<file path="config.mk">
export PLATFORM = sky130hd
export DESIGN_NAME = noc_rsc_ni
export DESIGN_NICKNAME = d
export VERILOG_FILES = /design/src/rtl/noc_rsc_ni.sv
export SDC_FILE = /design/constraint.sdc
export NUM_CORES = 1
export LEC_CHECK = 0
export ABC_AREA = 1
export CAP_MARGIN = 20
export CORE_MARGIN = 10
export CORE_UTILIZATION = 30
export CTS_BUF_LIST = sky130_fd_sc_hd__clkbuf_4 sky130_fd_sc_hd__clkbuf_8
export CTS_CLUSTER_DIAMETER = 120
export DETAILED_ROUTE_END_ITERATION = 10
export PLACE_DENSITY = 0.53
export REMOVE_ABC_BUFFERS = 1
export SLEW_MARGIN = 25
export SYNTH_ARGS = -nofsm -noshare
export SYNTH_HDL_FRONTEND = slang
export SYNTH_SLANG_ARGS = --single-unit
</file>
<file path="constraint.sdc">
create_clock -name clk_i -period 3.08 [get_ports clk_i]
set_input_delay 0.308 -clock clk_i [delete_from_list [all_inputs] [get_ports clk_i]]
set_output_delay 0.308 -clock clk_i [all_outputs]
set_load 0.03 [all_outputs]
</file>
<file path="src/rtl/noc_rsc_ni.sv">
// noc_rsc_ni: resource network interface between a local resource and mesh switch port 0.
// TX FIFO feeds the switch with registered wren/pckt; RX FIFO buffers switch traffic for the resource.
module noc_rsc_ni #(
    parameter int X_CORD       = 0,
    parameter int Y_CORD       = 0,
    parameter int PCKT_XADDR_W = 2,
    parameter int PCKT_YADDR_W = 2,
    parameter int PCKT_DATA_W  = 8,
    parameter int FIFO_DEPTH_W = 3,
    parameter int CNT_W        = 16
) (
    input  logic                                         clk_i,
    input  logic                                         rst_ni,
    input  logic [PCKT_DATA_W-1:0]                       tx_data_i,
    input  logic [PCKT_XADDR_W-1:0]                      tx_xaddr_i,
    input  logic [PCKT_YADDR_W-1:0]                      tx_yaddr_i,
    input  logic                                         tx_valid_i,
    output logic                                         tx_ready_o,
    output logic [PCKT_XADDR_W+PCKT_YADDR_W+PCKT_DATA_W-1:0] pckt_o,
    output logic                                         wren_o,
    input  logic                                         full_i,
    input  logic                                         ovrflw_i,
    input  logic [PCKT_XADDR_W+PCKT_YADDR_W+PCKT_DATA_W-1:0] pckt_i,
    input  logic                                         wren_i,
    output logic                                         full_o,
    output logic                                         ovrflw_o,
    output logic [PCKT_DATA_W-1:0]                       rx_data_o,
    output logic                                         rx_misrt_o,
    output logic                                         rx_valid_o,
    input  logic                                         rx_ready_i,
    output logic                                         tx_err_o,
    output logic [CNT_W-1:0]                             tx_cnt_o,
    output logic [CNT_W-1:0]                             rx_cnt_o,
    output logic [7:0]                                   drop_cnt_o
);
    localparam int P  = PCKT_XADDR_W + PCKT_YADDR_W + PCKT_DATA_W;
    localparam int AW = FIFO_DEPTH_W;
    localparam int D  = 2 ** FIFO_DEPTH_W;
    localparam logic [AW:0] DEPTH = (AW+1)'(D);
    localparam logic [AW:0] ONE   = (AW+1)'(1);

    logic [P-1:0]           tx_mem_q [D];
    logic [PCKT_DATA_W:0]   rx_mem_q [D];
    logic [AW:0]            tx_wp_q, tx_wp_d, tx_rp_q, tx_rp_d;
    logic [AW:0]            rx_wp_q, rx_wp_d, rx_rp_q, rx_rp_d;
    logic [AW:0]            tx_lvl, rx_lvl;
    logic                   tx_full, tx_push, tx_pop;
    logic                   rx_full, rx_push, rx_pop, rx_drop, misrt;
    logic [PCKT_DATA_W:0]   rx_head;
    logic                   wren_q, wren_d, ovrflw_q, ovrflw_d, tx_err_q, tx_err_d;
    logic [P-1:0]           pckt_q, pckt_d;
    logic [CNT_W-1:0]       tx_cnt_q, tx_cnt_d, rx_cnt_q, rx_cnt_d;
    logic [7:0]             drop_cnt_q, drop_cnt_d;

    always_comb begin
        tx_lvl     = tx_wp_q - tx_rp_q;
        tx_full    = tx_lvl == DEPTH;
        tx_push    = tx_valid_i & ~tx_full;
        tx_pop     = (tx_wp_q != tx_rp_q) & ~full_i;
        tx_wp_d    = tx_push ? tx_wp_q + ONE : tx_wp_q;
        tx_rp_d    = tx_pop ? tx_rp_q + ONE : tx_rp_q;
        wren_d     = tx_pop;
        pckt_d     = tx_pop ? tx_mem_q[tx_rp_q[AW-1:0]] : pckt_q;
        tx_err_d   = tx_err_q | ovrflw_i;
        tx_cnt_d   = tx_cnt_q + CNT_W'(wren_q);
        rx_lvl     = rx_wp_q - rx_rp_q;
        rx_full    = rx_lvl == DEPTH;
        rx_head    = rx_mem_q[rx_rp_q[AW-1:0]];
        // Full is judged on pre-edge state, so a same-cycle pop never rescues a write.
        rx_push    = wren_i & ~rx_full;
        rx_drop    = wren_i & rx_full;
        rx_pop     = (rx_wp_q != rx_rp_q) & rx_ready_i;
        rx_wp_d    = rx_push ? rx_wp_q + ONE : rx_wp_q;
        rx_rp_d    = rx_pop ? rx_rp_q + ONE : rx_rp_q;
        misrt      = (pckt_i[P-1 -: PCKT_XADDR_W] != PCKT_XADDR_W'(X_CORD))
                   | (pckt_i[PCKT_DATA_W +: PCKT_YADDR_W] != PCKT_YADDR_W'(Y_CORD));
        ovrflw_d   = rx_drop;
        rx_cnt_d   = rx_cnt_q + CNT_W'(rx_push);
        drop_cnt_d = drop_cnt_q + 8'(rx_drop & (drop_cnt_q != 8'hFF));
    end

    always_ff @(posedge clk_i) begin
        if (tx_push) tx_mem_q[tx_wp_q[AW-1:0]] <= {tx_xaddr_i, tx_yaddr_i, tx_data_i};
        if (rx_push) rx_mem_q[rx_wp_q[AW-1:0]] <= {misrt, pckt_i[PCKT_DATA_W-1:0]};
    end

    always_ff @(posedge clk_i or negedge rst_ni) begin
        if (!rst_ni) begin
            tx_wp_q    <= '0;
            tx_rp_q    <= '0;
            rx_wp_q    <= '0;
            rx_rp_q    <= '0;
            wren_q     <= 1'b0;
            pckt_q     <= '0;
            ovrflw_q   <= 1'b0;
            tx_err_q   <= 1'b0;
            tx_cnt_q   <= '0;
            rx_cnt_q   <= '0;
            drop_cnt_q <= '0;
        end else begin
            tx_wp_q    <= tx_wp_d;
            tx_rp_q    <= tx_rp_d;
            rx_wp_q    <= rx_wp_d;
            rx_rp_q    <= rx_rp_d;
            wren_q     <= wren_d;
            pckt_q     <= pckt_d;
            ovrflw_q   <= ovrflw_d;
            tx_err_q   <= tx_err_d;
            tx_cnt_q   <= tx_cnt_d;
            rx_cnt_q   <= rx_cnt_d;
            drop_cnt_q <= drop_cnt_d;
        end
    end

    assign tx_ready_o = ~tx_full;
    assign pckt_o     = pckt_q;
    assign wren_o     = wren_q;
    assign full_o     = rx_full;
    assign ovrflw_o   = ovrflw_q;
    assign rx_data_o  = rx_head[PCKT_DATA_W-1:0];
    assign rx_misrt_o = rx_head[PCKT_DATA_W];
    assign rx_valid_o = rx_wp_q != rx_rp_q;
    assign tx_err_o   = tx_err_q;
    assign tx_cnt_o   = tx_cnt_q;
    assign rx_cnt_o   = rx_cnt_q;
    assign drop_cnt_o = drop_cnt_q;
endmodule

</file>
; After elaboration in Yosys (flattened, before gate mapping)
; Memories as Yosys holds them, arrays and structs flattened. A register that Yosys moved wholly into a read port is not among the register bits.
; Index checks and enable logic that the tools add are counted.
[totals]
in_bits = 31
regBits = 59
memories = 2
out_inout_bits = 67
elab_cells = 44
ramBits = 168
[mem_list]
columns = memory, depth, width, read_ports, rd_ports_with_merged_regs, wr, line_no
row1 = tx_mem_q, 8, 12, 1, 1, 1, 42  ; logic [P-1:0] tx_mem_q [D];
row2 = rx_mem_q, 8, 9, 1, 0, 1, 43  ; logic [PCKT_DATA_W:0] rx_mem_q [D];
[op_classes]
n_bitwise = 11
n_reduce_logical = 3
n_addsub = 9
eq_ne = 5
n_mux = 4
[op_table]
columns = operator, n
row1 = $add 16x1->16, 2
row2 = $add 4x1->4 const B, 4
row3 = $add 8x1->8, 1
row4 = $eq 4x4->1 const B, 2
row5 = $ne 4x4->1, 2
row6 = $ne 8x8->1 const B, 1
row7 = $sub 4x4->4, 2
row8 = $and 1x1->1, 6
row9 = $mux 1, 4
row10 = $reduce_bool 2->1, 2
row11 = $not 1->1, 3
row12 = $or 1x1->1, 2
row13 = $logic_not 1->1, 1

; Longest topological paths before layout
[depth]
word_depth = 6
mapped_depth = 20
mapped_depth_nobuf = 20

; Worst setup path before layout
; No wires, ideal clock.
[synth_path]
path_type = reg2reg
from = register rx_rp_q[2]
to = register rx_cnt_q[12], in the netlist rx_cnt_o[12]
path_slack_ns = 0.333
period_less_slack_ns = 2.747
path_stages_with_launch = 19
arrival_ns = 2.624
required_ns = 2.957
n_path_buf = 2
setup_ns = 0.123
cell_sequence = dfrtp_1 -> clkbuf_1 -> inv_1 -> clkbuf_1 -> ha_1 -> inv_1 -> nand2_1 -> nand3_4 -> nand2_2 -> inv_1 -> ha_1 -> ha_1 -> nand2_1 -> nor2_1 -> nand3_1 -> nor2_1 -> nand2_1 -> o21ai_0 -> nand2_1
[synth_via]
elab_chain_len = 5
[synth_rtl]
columns = element, line_no
row1 = start: declaration, 45  ; logic [AW:0] rx_wp_q, rx_wp_d, rx_rp_q, rx_rp_d;
row2 = start signal: assignment, 104  ; rx_rp_q <= rx_rp_d;
row3 = $sub 4x4->4, 66  ; rx_lvl = rx_wp_q - rx_rp_q;
row4 = $eq 4x4->1, 67  ; rx_full = rx_lvl == DEPTH;
row5 = $not 1->1, 70  ; rx_push = wren_i & ~rx_full;
row6 = $and 1x1->1, 70
row7 = named net rx_push, 48  ; logic rx_full, rx_push, rx_pop, rx_drop, misrt;
row8 = $add 16x1->16, 78  ; rx_cnt_d = rx_cnt_q + CNT_W'(rx_push);
row9 = named net rx_cnt_d[12], 52  ; logic [CNT_W-1:0] tx_cnt_q, tx_cnt_d, rx_cnt_q, rx_cnt_d;
row10 = end signal: assignment, 110  ; rx_cnt_q <= rx_cnt_d;
row11 = end: declaration, 52
; The timed path passes the listed nets, and every way through them passes these cells.
; A chain may end at the register's enable or synchronous reset.

; Final worst setup path
[layout_path]
from = register rx_rp_q[0]
to = output rx_data_o[4]
[layout_via]
elab_chain_len = 1
[layout_rtl]
columns = element, line_no
row1 = $mem_v2 8x9, --
row2 = end: declaration, 27  ; output logic [PCKT_DATA_W-1:0] rx_data_o,
; No other way between the ends.

==> impl_metrics.tcl <==
set metrics [dict create \
    hpwl_um 14800 \
    diodes 0 \
    min_path_type "in -> reg" \
    cap_violations 0 \
    synth_largest_area_cell "edfxtp_1" \
    clock_tree.buffer_depth 3 \
    netlist_area_um2 10000 \
    whs_ps 340 \
    grt_max_degree 72 \
    fin_crit_ps 2910 \
    fin_worst_skew_ps 27.5 \
    wirelength_um 24000 \
    ios 98 \
    drtIter0Drc 320 \
    ant_nets 0 \
    status "completed" \
    gp_congestion 0.778 \
    preCtsSetupSlack_ps 429 \
    worst_slack_ps 171 \
    clk_pin_slew_worst_paths_ps 60 \
    clkPwrFrac_pct 24.0 \
    synthFlopType "edfxtp_1" \
    finalCritPeriodShare_pct 94.4 \
    drive_gt1_share_pct 11.6 \
    coreArea_um2 32700 \
    first_pass_iters 4 \
    cts_made_buffers 43 \
    grt_pass1_wl_um 37700 \
    yosysWarnings 0 \
    grt_setup_unrepaired "false" \
    fp.dieH_um 203 \
    synth-async-reset-ratio_pct 29.7 \
    placementRows 66 \
    max_freq_ghz 0.344 \
    seqPwrFrac_pct 36.8 \
    p_int_mw 7.48 \
    critical_path_class "reg -> out" \
    drv_slew 0 \
    yosysUniqueCellTypes 38 \
    worst_slew_pin_slew_ps 839 \
    fp.dieW_um 203 \
    critical_path_arrival_ps 2600 \
    cts_setup_buffers 0 \
    syn_avg_cell_area_um2 11.5 \
    clkSinkCount 239 \
    clk_latency_ps 560 \
    end_kind "output pin" \
    fin_nets 1053 \
    relSlewSlack_pct 44.0 \
    power_mw 12.3 \
    powerDensity_nw_per_um2 991 \
    final_common_cell "edfxtp_1" \
    p_leak_nw 4.84 \
    synth-edff-count 168 \
    area_delta_synth_final_pct 24.2 \
    initial_core_util_pct 30.6 \
    switching_share_pct 39.2 \
    grtUsageTotal_pct 11.4 \
    hold_viol 0 \
    htree_levels 2 \
    wl_per_cell_um 16.2 \
    drc 0 \
    post-route-util_pct 38.0 \
    final_cell_mix "edfxtp_1, nand2_1, nor2_1, clkdlybuf4s50_1, o21ai_0" \
    synthCells 871 \
    yosys.area.top_type_share_pct 50.4 \
    grt_pass1_vias 6808 \
    vias 6813 \
    cts_tree "yes" \
    worstPathMaxFanout 21 \
    die-area_um2 41000 \
    cts_root_buf "clkbuf_8" \
    io_buffers 97 \
    p_comb_share_pct 39.2 \
    antenna_found_initial 0 \
    cp-start-kind "flip-flop" \
    setup_viol 0 \
    overflow 0 \
    ys_ff_latch 239 \
    cp.required_ps 2770 \
    synthTopCellsByArea "edfxtp_1, dfrtp_1, nand2_1" \
    ir_drop_v 0.000428 \
    tns_ps 0 \
    seq_area_frac_synth_pct 68.2 \
    viasPerCell 4.60 \
    p_sw_mw 4.83 \
]
[worst max-delay path, cell delays in order (launching register included)]
cell and delay, ps:
dfrtp_1 400, buf_4 220, inv_2 80, buf_4 240, nor2_1 70, o22ai_1 170, nand2_1 80, nand2_1 100
clkdlybuf4s50_1 690
[cells by family (layout without fill, tap and decap cells)]
group	after synthesis	in the layout	share of synthesized area, %
AO/OA/AOI/OAI	131	131	7.38
buffers and inverters	90	258	3.83
flip-flops	239	239	68.2
adder cells (fa/ha/maj)	16	16	2.00
AND/OR/NAND/NOR	357	357	15.3
XOR/XNOR	38	38	3.33
[state kept, by name, indices dropped and copies added (netlist names), 4 cells and up]
signal	count
rx_mem_q	72
tx_wp_q	4
tx_rp_q	4
pckt_o	12
rx_rp_q	4
rx_wp_q	4
drop_cnt_o	8
rx_cnt_o	16
tx_cnt_o	16
tx_mem_q	96
[Yosys cell counts (all sizes together), types with 15 or more instances]
master / count
buf: 19
clkbuf: 15
dfrtp: 71
edfxtp: 168
ha: 16
inv: 56
nand2: 149
nand3: 43
nor2: 142
o211ai: 24
o21ai: 88
o22ai: 18
xor2: 31
[area by class of cell]
class                      count  area (µm²)
fill                        3239       20300
sequential                   239        6820
tap                          442         553
timing repair buffer         124        1180
clock inverter                18         119
inverter                      56         213
clock buffer                  60         738
multi-input combinational    542        2800
[what timing repair did]
action	4_1_cts	5_1_grt
hold endpoints to repair	71	0
hold buffers	1	0
endpoints found under the setup margin	0	1
gates resized for setup	0	1
[path summary, 6_finish.rpt]
kind                       slack [ps]  cells after the start       start            to
max in group asynchronous        2220                      2      rst_ni     pckt_o[7]
max                               170                      8  rx_rp_q[0]  rx_data_o[4]
min reg2reg                       480                      2  pckt_o[10]    pckt_o[10]
max reg2reg                       410                     18  rx_wp_q[1]  rx_cnt_o[12]
min                               340                      2    ovrflw_i      tx_err_o
min in group asynchronous         370                      2      rst_ni    rx_rp_q[3]
[layer usage]
metal / global-route usage [%] / up-vias / part of all wire (%)
met5: 0 / - / 0
met4: 3.60 / 0 / 1.9
met3: 2.83 / 37 / 5.3
met2: 19.2 / 161 / 48
met1: 14.1 / 3327 / 45
li1: - / 3288 / -
[power groups by stage]
| stage | Combinational, mW | Sequential, mW | Clock (mW) |
|---|---|---|---|
| finish | 4.83 | 4.53 | 2.96 |
| global placement | 4.88 | 4.58 | 0 |
| detailed placement | 4.92 | 4.59 | 0 |
| floorplan | 2.40 | 5.13 | 0 |
| global route | 5.38 | 4.60 | 3.20 |
| CTS | 4.94 | 4.53 | 3.06 |
[stage by stage]
step	cells	instance area (µm²)
after floorplan	837	9830
after global placement	1402	11500
after detailed placement	1402	11500
after CTS	1481	12400
after global routing	1481	12400
final	1481	12400
No activity file was read; power rests on OpenSTA's default activity.
